--- src/rtl/debounce_edge_multi_pkg.sv ---
// ---------------------------------------------------------------------------
// debounce_edge_multi_pkg
// Shared project timing constants for the key/switch debouncer plus a small
// helper used to bring raw inputs to a "1 = pressed" polarity.
//   T_20MS : 20 ms of stable input at 50 MHz (debounce window)
//   T_1S   : 1 s of held press at 50 MHz (long-press threshold)
// ---------------------------------------------------------------------------
package debounce_edge_multi_pkg;

  localparam int unsigned DB_CNT_W = 20;
  localparam int unsigned LP_CNT_W = 26;

  localparam logic [DB_CNT_W-1:0] T_20MS = 20'hF_4240;
  localparam logic [LP_CNT_W-1:0] T_1S   = 26'h2FA_F080;

  // Map a raw pin level to the internal "1 = pressed" convention.
  function automatic logic norm_level(input logic raw, input logic active_low);
    return raw ^ active_low;
  endfunction

endpackage

--- src/rtl/debounce_edge_multi_chan.sv ---
// ---------------------------------------------------------------------------
// debounce_chan
// One independent debounce channel: 2-flop synchroniser, stability counter,
// registered press/release pulses and long-press detection.
// Ports:
//   clk    : rising-edge clock
//   n_rst  : asynchronous active-low reset (everything returns to released)
//   din    : raw asynchronous key/switch level
//   dout   : debounced level, 1 = pressed
//   rise   : one-cycle pulse in the first cycle dout shows a press
//   fall   : one-cycle pulse in the first cycle dout shows a release
//   long_p : one-cycle pulse when the press has lasted T_LONG cycles
//   long_l : held from long_p until the debounced release
// ---------------------------------------------------------------------------
module debounce_chan
  import debounce_edge_multi_pkg::*;
#(
  parameter int unsigned         CNT_W      = DB_CNT_W,
  parameter logic [CNT_W-1:0]    T_DB       = CNT_W'(T_20MS),
  parameter int unsigned         LP_W       = LP_CNT_W,
  parameter logic [LP_W-1:0]     T_LONG     = LP_W'(T_1S),
  parameter logic                ACTIVE_LOW = 1'b1
) (
  input  logic clk,
  input  logic n_rst,
  input  logic din,
  output logic dout,
  output logic rise,
  output logic fall,
  output logic long_p,
  output logic long_l
);

  localparam logic [CNT_W-1:0] T_DB_M1   = T_DB - CNT_W'(1);
  localparam logic [LP_W-1:0]  T_LONG_M1 = T_LONG - LP_W'(1);

  logic             s1_r;
  logic             s2_r;
  logic [CNT_W-1:0] cnt_r;
  logic [LP_W-1:0]  lp_cnt_r;
  logic             dout_r;
  logic             rise_r;
  logic             fall_r;
  logic             long_p_r;
  logic             long_l_r;

  logic             diff_s;
  logic             accept_s;
  logic             rise_s;
  logic             fall_s;
  logic             long_p_s;
  logic             long_l_s;
  logic [CNT_W-1:0] cnt_s;
  logic [LP_W-1:0]  lp_cnt_s;

  // Next-state logic for debounce counter, edge pulses and long-press tracking.
  always_comb begin
    diff_s   = s2_r ^ dout_r;
    accept_s = diff_s && (cnt_r == T_DB_M1);
    rise_s   = accept_s && s2_r;
    fall_s   = accept_s && !s2_r;

    // Counter only runs while the synchronised input disagrees with dout;
    // it clears on agreement and on acceptance, so it can never wrap.
    if (!diff_s || accept_s) begin
      cnt_s = '0;
    end else begin
      cnt_s = cnt_r + CNT_W'(1);
    end

    // Long-press counter: runs while pressed, saturates, and is cleared on
    // the release edge so a fall coinciding with the threshold cannot fire.
    if (!dout_r || fall_s) begin
      lp_cnt_s = '0;
    end else if (lp_cnt_r == T_LONG) begin
      lp_cnt_s = lp_cnt_r;
    end else begin
      lp_cnt_s = lp_cnt_r + LP_W'(1);
    end

    // Pulse exactly on the transition to T_LONG (saturated value differs).
    long_p_s = dout_r && !fall_s && (lp_cnt_r == T_LONG_M1);

    if (fall_s) begin
      long_l_s = 1'b0;
    end else if (long_p_s) begin
      long_l_s = 1'b1;
    end else if (!dout_r) begin
      long_l_s = 1'b0;
    end else begin
      long_l_s = long_l_r;
    end
  end

  // State and output registers with asynchronous clear to the released level.
  always_ff @(posedge clk or negedge n_rst) begin
    if (!n_rst) begin
      s1_r     <= 1'b0;
      s2_r     <= 1'b0;
      cnt_r    <= '0;
      lp_cnt_r <= '0;
      dout_r   <= 1'b0;
      rise_r   <= 1'b0;
      fall_r   <= 1'b0;
      long_p_r <= 1'b0;
      long_l_r <= 1'b0;
    end else begin
      s1_r     <= norm_level(din, ACTIVE_LOW);
      s2_r     <= s1_r;
      cnt_r    <= cnt_s;
      lp_cnt_r <= lp_cnt_s;
      dout_r   <= accept_s ? s2_r : dout_r;
      rise_r   <= rise_s;
      fall_r   <= fall_s;
      long_p_r <= long_p_s;
      long_l_r <= long_l_s;
    end
  end

  assign dout   = dout_r;
  assign rise   = rise_r;
  assign fall   = fall_r;
  assign long_p = long_p_r;
  assign long_l = long_l_r;

endmodule

--- src/rtl/debounce_edge_multi.sv ---
// ---------------------------------------------------------------------------
// debounce_edge_multi
// D_W fully independent debounce channels with press/release pulses and
// long-press detection. All outputs are registered inside each channel.
// Ports:
//   clk    : rising-edge clock
//   n_rst  : asynchronous active-low reset
//   din    : [D_W] raw asynchronous key/switch inputs
//   dout   : [D_W] debounced levels, 1 = pressed
//   rise   : [D_W] one-cycle press pulses
//   fall   : [D_W] one-cycle release pulses
//   long_p : [D_W] one-cycle long-press pulses
//   long_l : [D_W] long-press level, held until release
// ---------------------------------------------------------------------------
module debounce_edge_multi
  import debounce_edge_multi_pkg::*;
#(
  parameter int unsigned      D_W        = 4,
  parameter int unsigned      CNT_W      = DB_CNT_W,
  parameter logic [CNT_W-1:0] T_DB       = CNT_W'(T_20MS),
  parameter int unsigned      LP_W       = LP_CNT_W,
  parameter logic [LP_W-1:0]  T_LONG     = LP_W'(T_1S),
  parameter logic             ACTIVE_LOW = 1'b1
) (
  input  logic           clk,
  input  logic           n_rst,
  input  logic [D_W-1:0] din,
  output logic [D_W-1:0] dout,
  output logic [D_W-1:0] rise,
  output logic [D_W-1:0] fall,
  output logic [D_W-1:0] long_p,
  output logic [D_W-1:0] long_l
);

  for (genvar i = 0; i < D_W; i++) begin : g_chan
    debounce_chan #(
      .CNT_W      (CNT_W),
      .T_DB       (T_DB),
      .LP_W       (LP_W),
      .T_LONG     (T_LONG),
      .ACTIVE_LOW (ACTIVE_LOW)
    ) u_chan (
      .clk    (clk),
      .n_rst  (n_rst),
      .din    (din[i]),
      .dout   (dout[i]),
      .rise   (rise[i]),
      .fall   (fall[i]),
      .long_p (long_p[i]),
      .long_l (long_l[i])
    );
  end

endmodule

--- config.mk ---
export PLATFORM = sky130hd
export DESIGN_NAME = debounce_edge_multi
export DESIGN_NICKNAME = d
export VERILOG_FILES = /design/src/rtl/debounce_edge_multi_pkg.sv /design/src/rtl/debounce_edge_multi_chan.sv /design/src/rtl/debounce_edge_multi.sv
export SDC_FILE = /design/constraint.sdc
export NUM_CORES = 1
export LEC_CHECK = 0
export CAP_MARGIN = 15
export CORE_ASPECT_RATIO = 0.8
export CORE_MARGIN = 2
export CORE_UTILIZATION = 55
export DETAILED_ROUTE_END_ITERATION = 8
export DONT_BUFFER_PORTS = 1
export PLACE_DENSITY_LB_ADDON = 0.15
export RECOVER_POWER = 25
export SYNTH_ARGS = -nofsm -noshare
export SYNTH_HDL_FRONTEND = slang
export SYNTH_SLANG_ARGS = --single-unit
--- constraint.sdc ---
create_clock -name clk -period 2.8 [get_ports clk]
set_input_delay 0.42 -clock clk [delete_from_list [all_inputs] [get_ports clk]]
set_output_delay 0.42 -clock clk [all_outputs]
set_load 0.005 [all_outputs]
==> results of run 1 <==
==> power breakdown <==
part	leakage [nW]	switching [mW]	internal, mW
clock network	0.388	1.16	1.91
registers	2.93	0.0230	3.08
logic	1.28	0.0296	0.0212
total	4.61	1.21	5.02
==> per-stage QoR <==
step	utilization, %	hold slack, ns	area [µm²]
final	61.46	-0.3812	11130
after global routing	61.46	-0.4150	11130
after CTS	61.46	-0.4050	11130
after detailed placement	56.93	0.1302	10310
after global placement	56.93	0.1300	10310
after floorplan	-	0.1244	10170
==> final cells by class <==
class | count | area [µm²]
repair buffers | 13 | 107.6
inverters | 26 | 97.59
clock buffers | 35 | 710.7
flip-flops and latches | 212 | 5305
fillers | 1500 | 6980
well taps | 230 | 287.8
multi-input cells | 749 | 4553
clock inverters | 4 | 70.07
==> final timing paths <==
check                                                                from                                        to  slack [ns]  depth (start not counted)
worst min-delay path                                                n_rst         g_chan[1].u_chan.dout$_DFFE_PN0N_       -0.38                          0
min in group clk                          g_chan[3].u_chan.s1_r$_DFF_PN0_           g_chan[3].u_chan.s2_r$_DFF_PN0_        0.35                          0
worst min register to register            g_chan[3].u_chan.s1_r$_DFF_PN0_           g_chan[3].u_chan.s2_r$_DFF_PN0_        0.35                          0
worst max-delay path            g_chan[2].u_chan.lp_cnt_r[18]$_DFFE_PN0P_  g_chan[2].u_chan.lp_cnt_r[1]$_DFFE_PN0P_        0.46                          5
worst max register to register  g_chan[2].u_chan.lp_cnt_r[18]$_DFFE_PN0P_  g_chan[2].u_chan.lp_cnt_r[1]$_DFFE_PN0P_        0.46                          5
max in group asynchronous                                           n_rst       g_chan[3].u_chan.cnt_r[1]$_DFF_PN0_        2.72                          0
==> registers in the layout (all words and copies together), names as in the netlist <==
register / flops
g_chan.u_chan.cnt_r: 80
g_chan.u_chan.dout: 4
g_chan.u_chan.fall: 4
g_chan.u_chan.long_l: 4
g_chan.u_chan.long_p: 4
g_chan.u_chan.lp_cnt_r: 104
g_chan.u_chan.rise: 4
g_chan.u_chan.s1_r: 4
g_chan.u_chan.s2_r: 4
==> Yosys cell counts (5+ instances only) <==
cell and number:
nand4_1 49, inv_1 26, xor2_1 115, and4_1 13
nor4_1 16, nor3_1 19, nand3_1 78, xnor2_1 53
and3_1 30, nor3b_1 11, nor2_1 211, clkbuf_1 13
nor4b_1 11, buf_4 20, a21oi_1 11, nand2b_1 5
ha_1 12, nand2_1 67, or4_1 7, dfrtp_1 212
==> per-layer routing <==
| layer | vias up | wire (µm) | part of all wire, % | GRT usage, % |
|---|---|---|---|---|
| li1 | 3456 | - | - | - |
| met1 | 3317 | 9129 | 53 | 28.86 |
| met2 | 74 | 7168 | 42 | 27.02 |
| met3 | 29 | 586 | 3.4 | 3.441 |
| met4 | 0 | 326 | 1.9 | 4.209 |
| met5 | - | 0 | 0 | 0 |
==> cells by family (layout without fill, tap and decap cells) <==
logic type                 count (synthesis)  in the layout
and+or+nand+nor                          541            541
muxes                                      8              8
AOI/OAI and AO/OA                         20             20
buffers and inverters                     63             78
adders and majority gates                 12             12
xor gates and xnor gates                 168            168
DFF                                      212            212
==> key figures, run 1 <==
Outcome
  • Status: finished, violations left
  • Failing checks: hold timing

STA
  • Setup_tns: 0 ns
  • Max-slew violations: 0
  • Final setup margin: 0.4604 ns
  • Final hold slack: -0.3812 ns
  • Fmax: 0.4274 GHz
  • Min Tclk post-route: 2.340 ns
  • RSZ-0062 raised after global routing: false
  • Final setup fails: 0
  • Worst Clk Skew: 0.008934 ns
  • Slew HR: 43.99%
  • Final period utilization: 83.56%
  • Worst Tran Pin Value: 0.8325 ns
  • Fin. Hold Viols: 212

GRT
  • Vias in the first global route: 6587
  • Initial antenna violation count: 0
  • Grt total ovfl: 0
  • Overall routing resource usage: 18.52%
  • First-pass GRT wire length: 30910 µm
  • Largest net degree at the start of global routing: 213

Die
  • Area of the core: 0.01811 mm²
  • Die width: 156.0 µm
  • Rows: 44
  • Die Y: 125.6 µm
  • Initial Util: 56.13%
  • Die footprint: 0.01960 mm²
  • IO Pins: 26

Clock network
  • Clk Latency, worst-skew pair: 0.50 ns
  • CTS resizes: 0
  • H-Tree Depth: 1
  • CTS Sinks: 212
  • Setup Fix Bufs, Post-CTS: 0
  • Clock root buffer: clkbuf_16
  • Cts bufs inserted: 22
  • CTS tree: done
  • Hold_buf cts: 4
  • Bufs on Longest Clock Path: 3
  • CTS clk-pin slew, worst paths: 0.06 ns

Setup path
  • CP peak stage delay: 0.55 ns
  • Critical-path top delay cell: or4_4
  • Largest delay contributor family on the critical path: simple AND/OR/NAND/NOR gates
  • CP bufs+invs: 0
  • CP arrival: 2.72 ns
  • Required @ worst endpoint: 3.18 ns
  • CP Cell Sequence: or4b_1 > or4_4 > nor3_4 > mux2i_1 > nor2_1
  • Setup crit start kind: flop
  • CP max FO: 9
  • Setup crit end kind: flop
  • WS Path Type: flop to flop

Routing
  • Vias post-DR: 6876
  • Vias per cell: 5.418
  • Total length of routed wires: 17210 µm
  • DRC violations left: 0
  • First-pass DRT Iterations: 4
  • Iteration-0 DRC Markers: 391
  • Wire length per cell: 13.56 µm
  • ANT nets after route: 0

Synth
  • Synth Area in Simple Gates: 26.75%
  • Cell variety after synth: 43
  • Synthesized area per cell: 9.929 µm²
  • Largest family of logic cells by synthesized area: simple AND/OR/NAND/NOR gates
  • Post-synth ARST share: 100.0%
  • Compound-Gate Fraction of Synth Area: 1.169%
  • Share of the synthesized area in the top cell type: 52.18%
  • Multiplexer share of the synthesized area: 0.8368%
  • Synth Area in XOR/XNOR: 14.47%
  • Seq cells post-synth: 212
  • Synthesized netlist cell count: 1024
  • Post-synth EDFFs: 0
  • Synth Flop Type: dfrtp_1
  • Register area share after synthesis: 52.18%
  • Mapped Area: 0.01017 mm²
  • Adder-Cell Fraction of Synth Area: 1.477%
  • Area contributors post-synth: dfrtp_1 52%, xor2_1 9.9%, nor2_1 7.8%
  • Yosys warnings: 0
  • Top cell type by total area after synthesis: dfrtp_1
  • Net Count, Synth: 1042

Pwr
  • P per Cell Area: 559.5 mW/mm²
  • Total power: 6.229 mW
  • VDD IR max: 0.0003807 V
  • Leak pwr: 4.606 nW

Placement
  • Dpl ws: 0.4727 ns
  • Port bufs: 0
  • Dpl cells: 1226
  • GPL Wtd Cong: 0.7671
  • DPL Wire Length: 10980 µm

Final layout
  • Diodes inserted: 0
  • Commonest non-fill, non-tap cells in the layout: 212 x dfrtp_1, 211 x nor2_1, 115 x xor2_1
  • Share of cells above drive strength 1: 6.064%
  • Cell Count, Final, Fillers Out: 1269
  • Fin nets: 1042
  • Area grow syn2layout: 9.488%
  • Commonest non-fill, non-tap cell in the layout: dfrtp_1

Run
  • MaxCap Viol Count: 0

Worst hold path
  • Hold Crit Class: input pin to asynchronous set/reset pin
(Power assumes the default switching activity.)
==> run 2, diff against run 1 <==
clock period = 2.3 ns   (was 2.8 ns; I/O delays follow)
==> run 2 against run 1 <==
Net effect:
- the flow still finishes with violations (hold timing)
- first-iteration DRC count rose by 25%
- die area did not move
- flip-flop and latch count unchanged
- largest cell class unchanged
==> key figures, run 2 (synthesis results as in run 1) <==
Setup path
  • CP arrival: 2.61 ns (was 2.72 ns)
  • CP bufs+invs: 0 (unchanged)
  • CP Launch Point: g_chan[2].u_chan.lp_cnt_r[18]$_DFFE_PN0P_ (unchanged)
  • Setup crit start kind: flop (unchanged)
  • CP most frequent cell: or4_4
  • Critical-path top delay cell: or4_4 (unchanged)
  • CP max FO: 2 (was 9)
  • Setup crit end kind: flop (unchanged)
  • Largest delay contributor family on the critical path: simple AND/OR/NAND/NOR gates (unchanged)
  • CP peak stage delay: 0.55 ns (about the same)
  • WS Path Type: flop to flop (unchanged)
  • Required @ worst endpoint: 2.73 ns (was 3.18 ns)
  • CP Cell Sequence: or4b_1 > or4_4 > or4_4 > a21oi_2 (was or4b_1 > or4_4 > nor3_4 > mux2i_1 > nor2_1)
  • R2R Path Start: g_chan[2].u_chan.lp_cnt_r[18]$_DFFE_PN0P_ (unchanged)

Die
  • Area of the core: 0.01811 mm² (unchanged)
  • Die footprint: 0.01960 mm² (unchanged)
  • IO Pins: 26 (unchanged)
  • Rows: 44 (unchanged)
  • Initial Util: 56.13% (unchanged)
  • Die width: 156.0 µm (unchanged)
  • Die Y: 125.6 µm (unchanged)

Routing
  • Total length of routed wires: 17740 µm (was 17210 µm)
  • DRC violations left: 0 (unchanged)
  • Wire length per cell: 13.79 µm (was 13.56 µm)
  • First-pass DRT Iterations: 6 (was 4)
  • Vias per cell: 5.373 (was 5.418)
  • Iteration-0 DRC Markers: 490 (was 391)
  • Vias post-DR: 6910 (was 6876)
  • ANT nets after route: 0 (unchanged)

Final layout
  • Registers with the most flip-flops: g_chan.u_chan.lp_cnt_r: 104 flops, g_chan.u_chan.cnt_r: 80 flops (unchanged)
  • Fin nets: 1058 (was 1042)
  • Diodes inserted: 0 (unchanged)
  • Fillcell total: 1483 (was 1500)
  • Final Util: 62.49% (was 61.46%)
  • Fin area: 0.01132 mm² (was 0.01113 mm²)
  • Share of cells above drive strength 1: 7.576% (was 6.064%)
  • Commonest non-fill, non-tap cells in the layout: 212 x dfrtp_1, 211 x nor2_1, 115 x xor2_1 (unchanged)
  • Biggest register: g_chan.u_chan.lp_cnt_r (unchanged)
  • Commonest non-fill, non-tap cell in the layout: dfrtp_1 (unchanged)
  • Number of flip-flops in the largest register: 104 (unchanged)
  • Area grow syn2layout: 11.32% (was 9.488%)

Clock network
  • Hold_buf cts: 4 (unchanged)
  • Clock root buffer: clkbuf_16 (unchanged)
  • CTS tree: done (unchanged)
  • Bufs on Longest Clock Path: 3 (unchanged)
  • Cts bufs inserted: 22 (unchanged)
  • CTS Sinks: 212 (unchanged)
  • Setup Fix Bufs, Post-CTS: 0 (unchanged)
  • H-Tree Depth: 1 (unchanged)
  • Clk Latency, worst-skew pair: 0.51 ns (was 0.50 ns)
  • CTS clk-pin slew, worst paths: 0.06 ns (about the same)

GRT
  • Initial antenna violation count: 0 (unchanged)
  • Grt total ovfl: 0 (unchanged)
  • First-pass GRT wire length: 31440 µm (was 30910 µm)
  • Largest net degree at the start of global routing: 213 (unchanged)
  • Overall routing resource usage: 19.02% (was 18.52%)
  • Vias in the first global route: 6637 (was 6587)

Placement
  • Port bufs: 0 (unchanged)
  • DPL Wire Length: 11060 µm (was 10980 µm)
  • GPL Wtd Cong: 0.7877 (was 0.7671)
  • Placed instance area: 0.01048 mm² (was 0.01031 mm²)

STA
  • Setup_tns: 0 ns (unchanged)
  • Min Tclk post-route: 2.178 ns (was 2.340 ns)
  • Fmax: 0.4591 GHz (was 0.4274 GHz)
  • Final setup fails: 0 (unchanged)
  • Final period utilization: 94.70% (was 83.56%)
  • Worst Tran Pin Value: 0.5645 ns (was 0.8325 ns)
  • Fin. Hold Viols: 212 (unchanged)
  • RSZ-0062 raised after global routing: false (unchanged)
  • Final hold slack: -0.4662 ns (was -0.3812 ns)
  • Slew HR: 62.02% (was 43.99%)
  • Max-slew violations: 0 (unchanged)
  • Worst Clk Skew: 0.01487 ns (was 0.008934 ns)

Pwr
  • Leak pwr: 4.709 nW (was 4.606 nW)
  • VDD IR max: 0.0006461 V (was 0.0003807 V)
  • Total power: 7.707 mW (was 6.229 mW)
  • P per Cell Area: 680.9 mW/mm² (was 559.5 mW/mm²)

Outcome
  • Status: finished, violations left (unchanged)
  • Failing checks: hold timing (unchanged)

Run
  • MaxCap Viol Count: 0 (unchanged)

Worst hold path
  • Hold Crit Class: input pin to asynchronous set/reset pin (unchanged)
[run 2: final cells by class]
type	count	area, µm²	area share (%)
Clock buffer	29	618.1	5.461
Clock inverter	11	175.2	1.548
Inverter	26	97.59	0.8623
Multi-Input combinational cell	749	4557	40.26
Sequential cell	212	5305	46.87
Tap cell	230	287.8	2.543
Timing Repair Buffer	29	277.8	2.454
[run 2: routing by layer]
layer	global-route usage [%]	wire length, µm
met5	0	0
met1	29.33	9371
met3	3.166	574
met2	28.08	7422
met4	4.965	372
[run 2: repair_timing]
action | 4_1_cts | 5_1_grt
endpoints found under the hold margin | 216 | 212
setup endpoints to repair | 0 | 3
resized for setup | 0 | 1
[run 2: per-stage QoR]
stage	worst slack, ns	instances
after detailed placement	0.05824	1242
final	0.1219	1286
after floorplan	0.1264	1024
after CTS	0.05341	1286
after global routing	0.02696	1286
after global placement	0.1019	1242
[run 2: where the power goes]
| part | total, mW | internal (mW) | switching (mW) |
|---|---|---|---|
| clock | 3.85 | 2.37 | 1.49 |
| sequential | 3.78 | 3.75 | 0.0292 |
| combinational | 0.0713 | 0.0321 | 0.0393 |
[run 2: path summary, 6_finish.rpt]
kind | slack [ns] | end | cells after the start
max | 0.12 | g_chan[2].u_chan.long_l$_DFFE_PN0P_ | 4
min | -0.47 | g_chan[3].u_chan.cnt_r[5]$_DFF_PN0_ | 0
max reg2reg | 0.12 | g_chan[2].u_chan.long_l$_DFFE_PN0P_ | 4
min reg2reg | 0.35 | g_chan[3].u_chan.s2_r$_DFF_PN0_ | 0
max in group asynchronous | 2.49 | g_chan[2].u_chan.lp_cnt_r[3]$_DFFE_PN0P_ | 0
min in group clk | 0.35 | g_chan[3].u_chan.s2_r$_DFF_PN0_ | 0
==> run 3, diff against run 2 <==
CORE_ASPECT_RATIO = 0.9   (was 0.8)
==> run 3 against run 2 <==
Net effect:
- the run still ends with hold timing left
- final cell count is 1.1% higher
- worst setup slack worse by 0.0092 ns
- first-iteration DRC count is 21% lower
- non-clock buffer count is 1 lower
- clock-buffer cell count is 2 lower
- sequential share of layout area hardly changed
- core utilization is 0.39 points lower
- maximum frequency is 0.42% lower
- global-route usage is 0.29 points lower
- critical path type unchanged
- largest cell class unchanged
==> key figures, run 3 (synthesis results as in run 1) <==
Setup path
  • Setup crit end kind: flop (unchanged)
  • Required @ worst endpoint: 2.72 ns (was 2.73 ns)
  • Worst reg2reg setup slack: 0.11 ns (was 0.12 ns)
  • CP Launch Point: g_chan[2].u_chan.lp_cnt_r[18]$_DFFE_PN0P_ (unchanged)
  • Reg-to-reg endpoint: g_chan[2].u_chan.long_l$_DFFE_PN0P_ (unchanged)
  • Crit path to: g_chan[2].u_chan.long_l$_DFFE_PN0P_ (unchanged)
  • WS Path Type: flop to flop (unchanged)
  • CP max FO: 2 (unchanged)
  • CP arrival: 2.61 ns (about the same)
  • Worst r2r path cells: 4 (unchanged)
  • R2R Path Start: g_chan[2].u_chan.lp_cnt_r[18]$_DFFE_PN0P_ (unchanged)
  • Setup crit start kind: flop (unchanged)

Final layout
  • Commonest non-fill, non-tap cells in the layout: 212 x dfrtp_1, 211 x nor2_1, 115 x xor2_1 (unchanged)
  • Commonest non-fill, non-tap cell in the layout: dfrtp_1 (unchanged)
  • Area grow syn2layout: 11.35% (was 11.32%)
  • Diodes inserted: 0 (unchanged)
  • Share of cells above drive strength 1: 7.773% (was 7.576%)
  • Biggest register: g_chan.u_chan.lp_cnt_r (unchanged)
  • Number of flip-flops in the largest register: 104 (unchanged)
  • Registers with the most flip-flops: g_chan.u_chan.lp_cnt_r: 104 flops, g_chan.u_chan.cnt_r: 80 flops (unchanged)
  • Fin nets: 1058 (unchanged)

Routing
  • Iteration-0 DRC Markers: 388 (was 490)
  • Vias post-DR: 6986 (was 6910)
  • ANT nets after route: 0 (unchanged)
  • First-pass DRT Iterations: 4 (was 6)
  • Wire length per cell: 13.69 µm (was 13.79 µm)
  • Total length of routed wires: 17800 µm (was 17740 µm)
  • Vias per cell: 5.374 (was 5.373)
  • DRC violations left: 0 (unchanged)

GRT
  • Initial antenna violation count: 0 (unchanged)
  • First-pass GRT wire length: 31160 µm (was 31440 µm)
  • Grt total ovfl: 0 (unchanged)
  • Largest net degree at the start of global routing: 213 (unchanged)
  • Vias in the first global route: 6634 (was 6637)
  • Overall routing resource usage: 18.73% (was 19.02%)

Die
  • Rows: 47 (was 44)
  • Die footprint: 0.01959 mm² (was 0.01960 mm²)
  • IO Pins: 26 (unchanged)
  • Area of the core: 0.01823 mm² (was 0.01811 mm²)
  • Die Y: 133.0 µm (was 125.6 µm)
  • Initial Util: 55.77% (was 56.13%)
  • Die width: 147.3 µm (was 156.0 µm)

Placement
  • Dpl ws: 0.08694 ns (was 0.05824 ns)
  • GPL Wtd Cong: 0.7673 (was 0.7877)
  • DPL Wire Length: 11170 µm (was 11060 µm)
  • Port bufs: 0 (unchanged)

Clock network
  • H-Tree Depth: 1 (unchanged)
  • Setup Fix Bufs, Post-CTS: 0 (unchanged)
  • Clk Latency, worst-skew pair: 0.50 ns (was 0.51 ns)
  • Clock root buffer: clkbuf_16 (unchanged)
  • CTS tree: done (unchanged)
  • Hold_buf cts: 4 (unchanged)
  • Cts bufs inserted: 23 (was 22)
  • CTS clk-pin slew, worst paths: 0.06 ns (about the same)
  • CTS Sinks: 212 (unchanged)
  • Bufs on Longest Clock Path: 3 (unchanged)

STA
  • Worst Clk Skew: 0.01289 ns (was 0.01487 ns)
  • Min Tclk post-route: 2.187 ns (was 2.178 ns)
  • Worst Tran Pin Value: 0.6876 ns (was 0.5645 ns)
  • Final hold slack: -0.4556 ns (was -0.4662 ns)
  • Final setup fails: 0 (unchanged)
  • Final period utilization: 95.10% (was 94.70%)
  • Max-slew violations: 0 (unchanged)
  • Slew HR: 53.74% (was 62.02%)
  • Fmax: 0.4572 GHz (was 0.4591 GHz)
  • RSZ-0062 raised after global routing: false (unchanged)
  • Final setup margin: 0.1127 ns (was 0.1219 ns)
  • Setup_tns: 0 ns (unchanged)
  • Fin. Hold Viols: 212 (unchanged)

Worst hold path
  • Hold Crit Class: input pin to asynchronous set/reset pin (unchanged)

Pwr
  • VDD IR max: 0.0004614 V (was 0.0006461 V)
  • Total power: 7.562 mW (was 7.707 mW)
  • Leak pwr: 4.704 nW (was 4.709 nW)
  • P per Cell Area: 667.9 mW/mm² (was 680.9 mW/mm²)

Outcome
  • Failing checks: hold timing (unchanged)
  • Status: finished, violations left (unchanged)

Run
  • MaxCap Viol Count: 0 (unchanged)
[run 3: changes by cell type in the layout (fill, tap and decap cells not counted)]
cell,before,now
buf_4,21,19
clkbuf_8,2,3
clkbuf_1,4,1
clkinvlp_4,2,3
clkinv_2,1,6
bufinv_16,4,3
buf_12,4,5
inv_6,3,0
[run 3: worst max-delay path, cell delays in order, from the launching register on]
cell	delay, ns
dfrtp_1	0.37
or4b_1	0.51
or4_4	0.55
or4_4	0.55
a21oi_2	0.14
[run 3: metal layers]
layer | track usage [%] | share of wire [%]
met5 | 0 | 0
met4 | 4.060 | 1.6
met3 | 2.862 | 2.9
met2 | 29.08 | 44
met1 | 28.15 | 51
[run 3: through the flow]
stage | hold slack [ns] | instance area [µm²] | util, % | instances
finish | -0.4556 | 11320 | 62.10 | 1300
floorplan | 0.04941 | 10170 | - | 1024
global route | -0.4838 | 11320 | 62.10 | 1300
detailed placement | 0.05518 | 10510 | 57.63 | 1256
global placement | 0.05593 | 10510 | 57.63 | 1256
CTS | -0.4751 | 11320 | 62.08 | 1300
[run 3: how the worst min path moves through the flow]
stage,end,cells past startpoint,start,slack (ns)
after floorplan,g_chan[0].u_chan.cnt_r[0]$_DFF_PN0_,0,n_rst,0.05
after global placement,g_chan[1].u_chan.cnt_r[4]$_DFF_PN0_,0,n_rst,0.06
after detailed placement,g_chan[1].u_chan.cnt_r[4]$_DFF_PN0_,0,n_rst,0.06
after CTS,g_chan[1].u_chan.cnt_r[4]$_DFF_PN0_,0,n_rst,-0.48
after global routing,g_chan[1].u_chan.cnt_r[13]$_DFF_PN0_,0,n_rst,-0.48
final,g_chan[1].u_chan.cnt_r[4]$_DFF_PN0_,0,n_rst,-0.46
[run 3: cell type report]
type                    instances  area (µm²)
multi-input cells             749        4557
clock buffers                  27       620.6
inverters                      26       97.59
well taps                     245       306.5
repair buffers                 28       282.8
fillers                      1524        6909
flip-flops and latches        212        5305
clock inverters                13       151.4
[run 3: repair_timing]
item                                   CTS  global route
endpoints found under the hold margin  216           212
gates resized for setup                  0             1
setup endpoints to repair                0             2
[run 3: report_power, final]
part           internal (mW)  switching (mW)  leakage [nW]
combinational         0.0316          0.0385          1.39
sequential              3.75          0.0292          2.93
clock                   2.26            1.44         0.377
